**config.mk**
```make
export PLATFORM = sky130hd
export DESIGN_NAME = muldiv_sequencer
export DESIGN_NICKNAME = d
export VERILOG_FILES = /design/src/rtl/muldiv_sequencer.sv
export SDC_FILE = /design/constraint.sdc
export NUM_CORES = 1
export LEC_CHECK = 0
export CAP_MARGIN = 25
export CORE_UTILIZATION = 35
export DETAILED_ROUTE_END_ITERATION = 8
export GPL_TIMING_DRIVEN = 1
export PLACE_DENSITY = 0.6
export SYNTH_ARGS = -nofsm -noshare
export SYNTH_HDL_FRONTEND = slang
export SYNTH_SLANG_ARGS = --single-unit
```
**constraint.sdc**
```tcl
create_clock -name Clock -period 4.8 [get_ports Clock]
set_clock_uncertainty 0.15 [all_clocks]
set_input_delay 1.2 -clock Clock [delete_from_list [all_inputs] [get_ports Clock]]
set_output_delay 1.2 -clock Clock [all_outputs]
set_load 0.1 [all_outputs]
```
**src/rtl/muldiv_sequencer.sv**
```systemverilog
// muldiv_sequencer: iterative signed MUL/DIV engine that owns the HI/LO result
// registers. It processes one bit per clock on operand magnitudes and applies
// sign correction in a final cycle.
//
// Ports:
//   Clock      system clock, rising edge
//   Clear      synchronous active-high reset; aborts any operation in flight
//   Start      operation request, sampled only while idle
//   Control    opcode; only MUL_CODE and DIV_CODE are accepted
//   reg_A      multiplicand / dividend (signed)
//   reg_B      multiplier / divisor (signed)
//   Busy       high while an accepted operation is in flight
//   Done       one-cycle completion pulse; HI/LO are valid in the same cycle
//   DivByZero  sticky flag, set by a DIV with a zero divisor
//   HI, LO     MUL: product high/low words; DIV: remainder/quotient
//
// state | meaning
// IDLE  | waiting for an accepted Start
// CALC  | one shift/add or shift/subtract iteration per clock
// FIX   | sign correction, HI/LO write, Done pulse

module muldiv_sequencer #(
   parameter int         WIDTH    = 32,
   parameter logic [4:0] MUL_CODE = 5'b01111,
   parameter logic [4:0] DIV_CODE = 5'b10000
) (
   input  logic             Clock,
   input  logic             Clear,
   input  logic             Start,
   input  logic [4:0]       Control,
   input  logic [WIDTH-1:0] reg_A,
   input  logic [WIDTH-1:0] reg_B,
   output logic             Busy,
   output logic             Done,
   output logic             DivByZero,
   output logic [WIDTH-1:0] HI,
   output logic [WIDTH-1:0] LO
);

   localparam int             CW       = $clog2(WIDTH);
   localparam logic [CW-1:0]  CNT_LAST = CW'(WIDTH - 1);

   typedef enum logic [1:0] {IDLE, CALC, FIX} state_t;

   state_t             state;
   logic [CW-1:0]      cnt;
   logic [2*WIDTH-1:0] acc;       // MUL: {partial, multiplier}; DIV: {remainder, dividend/quotient}
   logic [WIDTH-1:0]   opb;       // MUL: multiplicand magnitude; DIV: divisor magnitude
   logic               op_div;
   logic               neg_res;
   logic               neg_rem;
   logic               div_zero;

   logic               start_ok;
   logic               start_div;
   logic               sign_a;
   logic               sign_b;
   logic [WIDTH-1:0]   a_mag;
   logic [WIDTH-1:0]   b_mag;

   logic [WIDTH:0]     mul_sum;
   logic [2*WIDTH-1:0] mul_next;
   logic [WIDTH:0]     rem_shift;
   logic [WIDTH:0]     rem_diff;
   logic [2*WIDTH-1:0] div_next;
   logic [WIDTH-1:0]   quo;
   logic [WIDTH-1:0]   rem;

   assign start_ok  = Start && ((Control == MUL_CODE) || (Control == DIV_CODE));
   assign start_div = (Control == DIV_CODE);
   assign sign_a    = reg_A[WIDTH-1];
   assign sign_b    = reg_B[WIDTH-1];
   assign a_mag     = sign_a ? -reg_A : reg_A;
   assign b_mag     = sign_b ? -reg_B : reg_B;

   // Shift-add: the carry out of the upper half re-enters as the new MSB.
   assign mul_sum  = {1'b0, acc[2*WIDTH-1:WIDTH]} + {1'b0, (acc[0] ? opb : {WIDTH{1'b0}})};
   assign mul_next = {mul_sum, acc[WIDTH-1:1]};

   // Restoring step: the remainder is always below the divisor, so the shifted
   // value fits in WIDTH+1 bits and bit WIDTH of the difference is the borrow.
   assign rem_shift = acc[2*WIDTH-1:WIDTH-1];
   assign rem_diff  = rem_shift - {1'b0, opb};
   assign div_next  = rem_diff[WIDTH] ? {rem_shift[WIDTH-1:0], acc[WIDTH-2:0], 1'b0}
                                      : {rem_diff[WIDTH-1:0],  acc[WIDTH-2:0], 1'b1};

   assign quo  = acc[WIDTH-1:0];
   assign rem  = acc[2*WIDTH-1:WIDTH];
   assign Busy = (state != IDLE);

   always_ff @(posedge Clock) begin
      if (Clear) begin
         state     <= IDLE;
         cnt       <= '0;
         acc       <= '0;
         opb       <= '0;
         op_div    <= 1'b0;
         neg_res   <= 1'b0;
         neg_rem   <= 1'b0;
         div_zero  <= 1'b0;
         Done      <= 1'b0;
         DivByZero <= 1'b0;
         HI        <= '0;
         LO        <= '0;
      end else begin
         Done <= 1'b0;
         case (state)
            IDLE: begin
               if (start_ok) begin
                  DivByZero <= 1'b0;
                  cnt       <= '0;
                  op_div    <= start_div;
                  neg_res   <= sign_a ^ sign_b;
                  if (start_div) begin
                     opb      <= b_mag;
                     acc      <= {{WIDTH{1'b0}}, a_mag};
                     neg_rem  <= sign_a;
                     div_zero <= (reg_B == '0);
                     state    <= (reg_B == '0) ? FIX : CALC;
                  end else begin
                     opb      <= a_mag;
                     acc      <= {{WIDTH{1'b0}}, b_mag};
                     neg_rem  <= 1'b0;
                     div_zero <= 1'b0;
                     state    <= CALC;
                  end
               end
            end
            CALC: begin
               acc <= op_div ? div_next : mul_next;
               cnt <= cnt + CW'(1);
               if (cnt == CNT_LAST) state <= FIX;
            end
            FIX: begin
               Done  <= 1'b1;
               state <= IDLE;
               if (op_div && div_zero) begin
                  // Dividend magnitude is still in the low half; restoring its
                  // sign returns the original reg_A.
                  HI        <= neg_rem ? -quo : quo;
                  LO        <= {WIDTH{1'b1}};
                  DivByZero <= 1'b1;
               end else if (op_div) begin
                  LO <= neg_res ? -quo : quo;
                  HI <= neg_rem ? -rem : rem;
               end else begin
                  {HI, LO} <= neg_res ? -acc : acc;
               end
            end
            default: state <= IDLE;
         endcase
      end
   end

endmodule
```
Yosys cells after proc, flatten, opt, wreduce, memory -nomap -nowiden
Index checks and enable logic that the tools add are counted.
{"block": "totals", "latch_bits": 0, "romBits": 0, "mem_count": 0, "word_cells": 71, "ram_bits": 0, "in_bits": 72, "reg_bits": 173}
{"block": "classes", "magnitude_cmp": 0, "eq_ne": 8, "n_shift": 0, "muxes": 30, "n_addsub": 8, "n_reduce_logical": 12, "bitwise_logic": 1, "div_mod_pow": 0, "n_mul": 0}
{"op": "32-bit 2-to-1 mux", "count": 12}
{"op": "64-bit 2-to-1 mux", "count": 4}
{"op": "32-bit negation", "count": 4}
{"op": "64-bit one-hot mux with 2 select lines", "count": 1}
{"op": "64-bit negation", "count": 1}
{"op": "32-bit by 32-bit adder with 33-bit output", "count": 1}
{"op": "33-bit by 32-bit subtractor with 33-bit output", "count": 1}
{"op": "32-bit logical NOT", "count": 1}
{"op": "5-bit equality test, second input constant", "count": 2}
{"op": "5-bit one-hot mux with 2 select lines", "count": 1}
{"op": "2-bit 2-to-1 mux", "count": 4}
{"op": "2-bit inequality test, second input constant", "count": 3}
{"op": "2-bit AND reduction", "count": 3}
{"op": "2-bit nonzero test", "count": 3}
{"op": "5-bit by 1-bit adder with 5-bit output, second input constant", "count": 1}
{"op": "5-bit by 4-bit equality test with 1-bit output, second input constant", "count": 1}
{"op": "1-bit 2-to-1 mux", "count": 5}
{"op": "5-bit 2-to-1 mux", "count": 1}
{"op": "2-bit one-hot mux with 2 select lines", "count": 1}
{"op": "3-bit AND reduction", "count": 1}
{"op": "2-bit by 1-bit equality test with 1-bit output, second input constant", "count": 1}
{"op": "2-bit equality test, second input constant", "count": 1}
{"op": "1-bit logical AND", "count": 2}
{"op": "2-bit logical NOT", "count": 1}
{"op": "other kinds (3)", "count": 3}

Depth between registers and ports, before layout
{"block": "logic_depth", "word_depth": 5, "ltp_mapped": 15, "mapped_depth_nobuf": 13}

Worst setup path after synthesis
Ideal clock, no wire load.
{"block": "synth_timing", "path_kind": "input to register", "from": "input port reg_B[4]", "to": "register acc[19]", "t_arrival_ns": 3.573, "setup_slack_ns": 0.940, "required_time_ns": 4.513, "path_stages": 8, "setup_ns": 0.137, "path_cell_list": "or4_4 > or4_4 > or4b_4 > o31ai_1 > xor2_1 > a21oi_1 > a211oi_1 > a211oi_1"}
{"block": "synth_between", "elab_chain_cells": 5}
{"element": "start, declared", "line": "32", "text": "input logic [WIDTH-1:0] reg_B,"}
{"element": "32-bit negation", "line": "74", "text": "assign b_mag = sign_b ? -reg_B : reg_B;"}
{"element": "32-bit 2-to-1 mux", "line": "74"}
{"element": "32-bit 2-to-1 mux", "line": "114", "text": "if (start_div) begin"}
{"element": "64-bit 2-to-1 mux", "line": "109", "text": "if (start_ok) begin"}
{"element": "64-bit one-hot mux with 2 select lines", "line": "107", "text": "case (state)"}
{"element": "end signal, assigned", "line": "116", "text": "acc <= {{WIDTH{1'b0}}, a_mag};"}
{"element": "end signal, assigned", "line": "122", "text": "acc <= {{WIDTH{1'b0}}, b_mag};"}
{"element": "end signal, assigned", "line": "130", "text": "acc <= op_div ? div_next : mul_next;"}
{"element": "end, declared", "line": "47", "text": "logic [2*WIDTH-1:0] acc;"}
No other way between the ends. The select of a mux whose other input is x is not followed.
A chain may end at the register's enable or synchronous reset.

Worst setup path after layout
{"block": "layout_timing", "from": "input port reg_B[8]", "to": "register acc[31]"}
The elaborated chain is that of the path after synthesis.

==> results.ini <==
[finish]
nFillCells = 4341
multi_input_area_um2 = 10500
final_area_um2 = 17300
antennaDiodeCount = 0
seq_area_um2 = 3460
drive_above_1_share_pct = 6.19
layout.nets = 2216
areaGrowthSynthToFinish_pct = 16.4

[power]
p_leak_nw = 6.60
power.density_nw_per_um2 = 212
ir_drop_uv = 245

[yosys]
synth.distinct_cells = 83
syn_nets = 2157
synth_cells = 2013
ys_seq_area_share_pct = 23.4
synth_edf_count = 0
synth_area_um2 = 14800
async_flop_share_pct = 0
yosysWarnings = 0
ys_ff_latch = 173
synth_ff_type = dfxtp_1
avgSynthCellArea_um2 = 7.36

[timing]
clock.fmax_mhz = 238
fin_crit_sh_pct = 87.4
relSlewSlack_pct = 34.0
fin_crit_ns = 4.19
finalMaxSlewViolations = 0
rsz0062_at_grt = false
tightestPinTransition_ns = 0.986
hold_viol = 0
finalSetupViolCount = 0
setup_tns_ns = 0

[cts]
cts_sinks = 173
cts-buffers-inserted = 17
clock_latency_ns = 0.46
clock_path_buffers = 2
postCtsHoldBufs = 0
cts.repair.resized = 0
cts_tree = yes
cts-root-buf = clkbuf_16
clk_pin_slew_ns = 0.07
postCtsSetupBuffers = 0
cts_max_level = 4

[grt]
grt.met1_usage_pct = 34.3
grt_pass1_wl_um = 82400
grt_max_degree = 61
overflow = 0
met3_usage_pct = 3.37
grt-busiest-layer = met2
antenna_found_initial = 0
grt.total_usage_pct = 24.2
grt_pass1_vias = 14294
grt_use_met2_pct = 38.0

[floorplan]
start_util_pct = 35.4
core_um2 = 41900
die-area_um2 = 43200
die_x_um = 208
die_height_um = 208
num_rows = 75
ioPinCount = 139

[routing]
route.detailed.drc = 0
vias = 15412
ant_nets = 0
viasPerCell = 5.87
drt_iter0_markers = 1537
wl_per_cell_um = 20.3
dr.pass1.iters = 6
wl_um = 53300

[setup_path]
start_kind = primary input
r2r_slack_ns = 0.79
path_class = in2reg
cp_max_fo = 5
cp.arrival_ns = 4.41
crit_path_end_kind = flip-flop
reg2reg_depth = 13
required_ns = 5.02

[place]
port_buffers = 138
gp_congestion = 0.975
placed_cell_area_um2 = 16700
place.detailed.hpwl_um = 41500

[flow_run]
max_cap_viol_count = 0

[min_path]
min_path_cells = 2
hold_path.class = reg2reg

[status]
outcome = complete, no violations

-- cell usage in the layout (no fill, tap or decap), drive strengths merged, types with 19 or more instances in the layout --
master | synthesis | routed
nand2 | 216 | 216
a21oi | 196 | 196
dfxtp | 173 | 173
nor2 | 172 | 172
o21ai | 159 | 159
clkdlybuf4s50 | 0 | 137
xnor2 | 112 | 112
xor2 | 87 | 87
inv | 64 | 76
ha | 70 | 70
a211oi | 66 | 66
buf | 23 | 53
mux2i | 49 | 49
nand3 | 39 | 39
o211ai | 35 | 35
a21o | 33 | 33
o31ai | 32 | 32
nor3 | 31 | 31
or3 | 27 | 27
a22oi | 24 | 24
a31oi | 19 | 19
-- logic make-up (layout without fill, tap and decap cells) --
family | after synthesis | in the layout | share of synthesized area [%]
AO/OA/AOI/OAI | 681 | 681 | 29.3
XOR/XNOR | 199 | 199 | 11.8
adder cells (fa/ha/maj) | 72 | 72 | 6.18
buffers and inverters | 215 | 287 | 5.83
flip-flops | 173 | 173 | 23.4
multiplexers | 59 | 59 | 4.07
AND/OR/NAND/NOR | 614 | 614 | 19.5
-- routing by layer --
metal | wire, µm | vias up
li1 | - | 7407
met1 | 24600 | 7339
met2 | 23700 | 597
met3 | 3860 | 69
met4 | 1160 | 0
met5 | 0 | -
-- path summary, 6_finish.rpt --
path                  from  endpoint
setup / recovery  reg_B[8]   acc[31]
hold reg to reg    opb[10]   opb[10]
setup reg to reg    acc[0]   acc[62]
hold / removal     opb[10]   opb[10]
-- sequential cells by signal, summed over array words and instances, names as in the netlist --
name       cells
Done           1
cnt            5
DivByZero      1
acc           64
HI            32
state          2
LO            32
neg_rem        1
div_zero       1
op_div         1
neg_res        1
opb           32
-- per-stage QoR --
step / setup slack, ns / std cells / hold slack [ns] / utilization (%) / power [mW]
after floorplan: 0.940 / 2013 / 0.282 / - / 2.02
after global placement: 0.254 / 2592 / 0.295 / 39.8 / 2.25
after detailed placement: 0.207 / 2592 / 0.294 / 39.8 / 2.26
after CTS: 0.657 / 2624 / 0.304 / 41.2 / 3.67
after global routing: 0.364 / 2624 / 0.329 / 41.2 / 3.80
final: 0.605 / 2624 / 0.306 / 41.2 / 3.66
-- power breakdown --
group          internal, mW  switching [mW]  leakage (nW)  total (mW)
registers              1.45          0.0308          1.40        1.48
logic                 0.301           0.459          4.92       0.760
clock network         0.704           0.720         0.292        1.42
total                  2.45            1.21          6.60        3.66
-- worst max-delay path, cell delays in order --
cell and delay [ns]:
clkdlybuf4s50_1 0.49, or4_2 0.77, nor4_2 0.37, nor4b_2 0.42, nand2_1 0.21, nor4b_1 0.38
nand2_1 0.10, a21oi_1 0.17, a211oi_1 0.07, a211oi_1 0.23
-- synth_stat cells (all sizes together) (24+ instances only) --
master	n	area (µm²)
a211oi	66	495
a21o	33	248
a21oi	196	981
a22oi	24	180
clkbuf	127	477
dfxtp	173	3460
ha	70	876
inv	64	240
mux2i	49	490
nand2	216	811
nand3	39	195
nor2	172	646
nor3	31	155
o211ai	35	263
o21ai	159	796
o31ai	32	240
or3	27	169
xnor2	112	981
xor2	87	762
-- area by class of cell --
type,instances,share of cell area (%)
Clock buffer,17,2.47
Clock inverter,15,0.928
Inverter,65,1.41
Multi-Input combinational cell,1625,60.9
Sequential cell,173,20.1
Tap cell,539,3.91
Timing Repair Buffer,190,10.3
No activity file was read; power rests on OpenSTA's default activity.
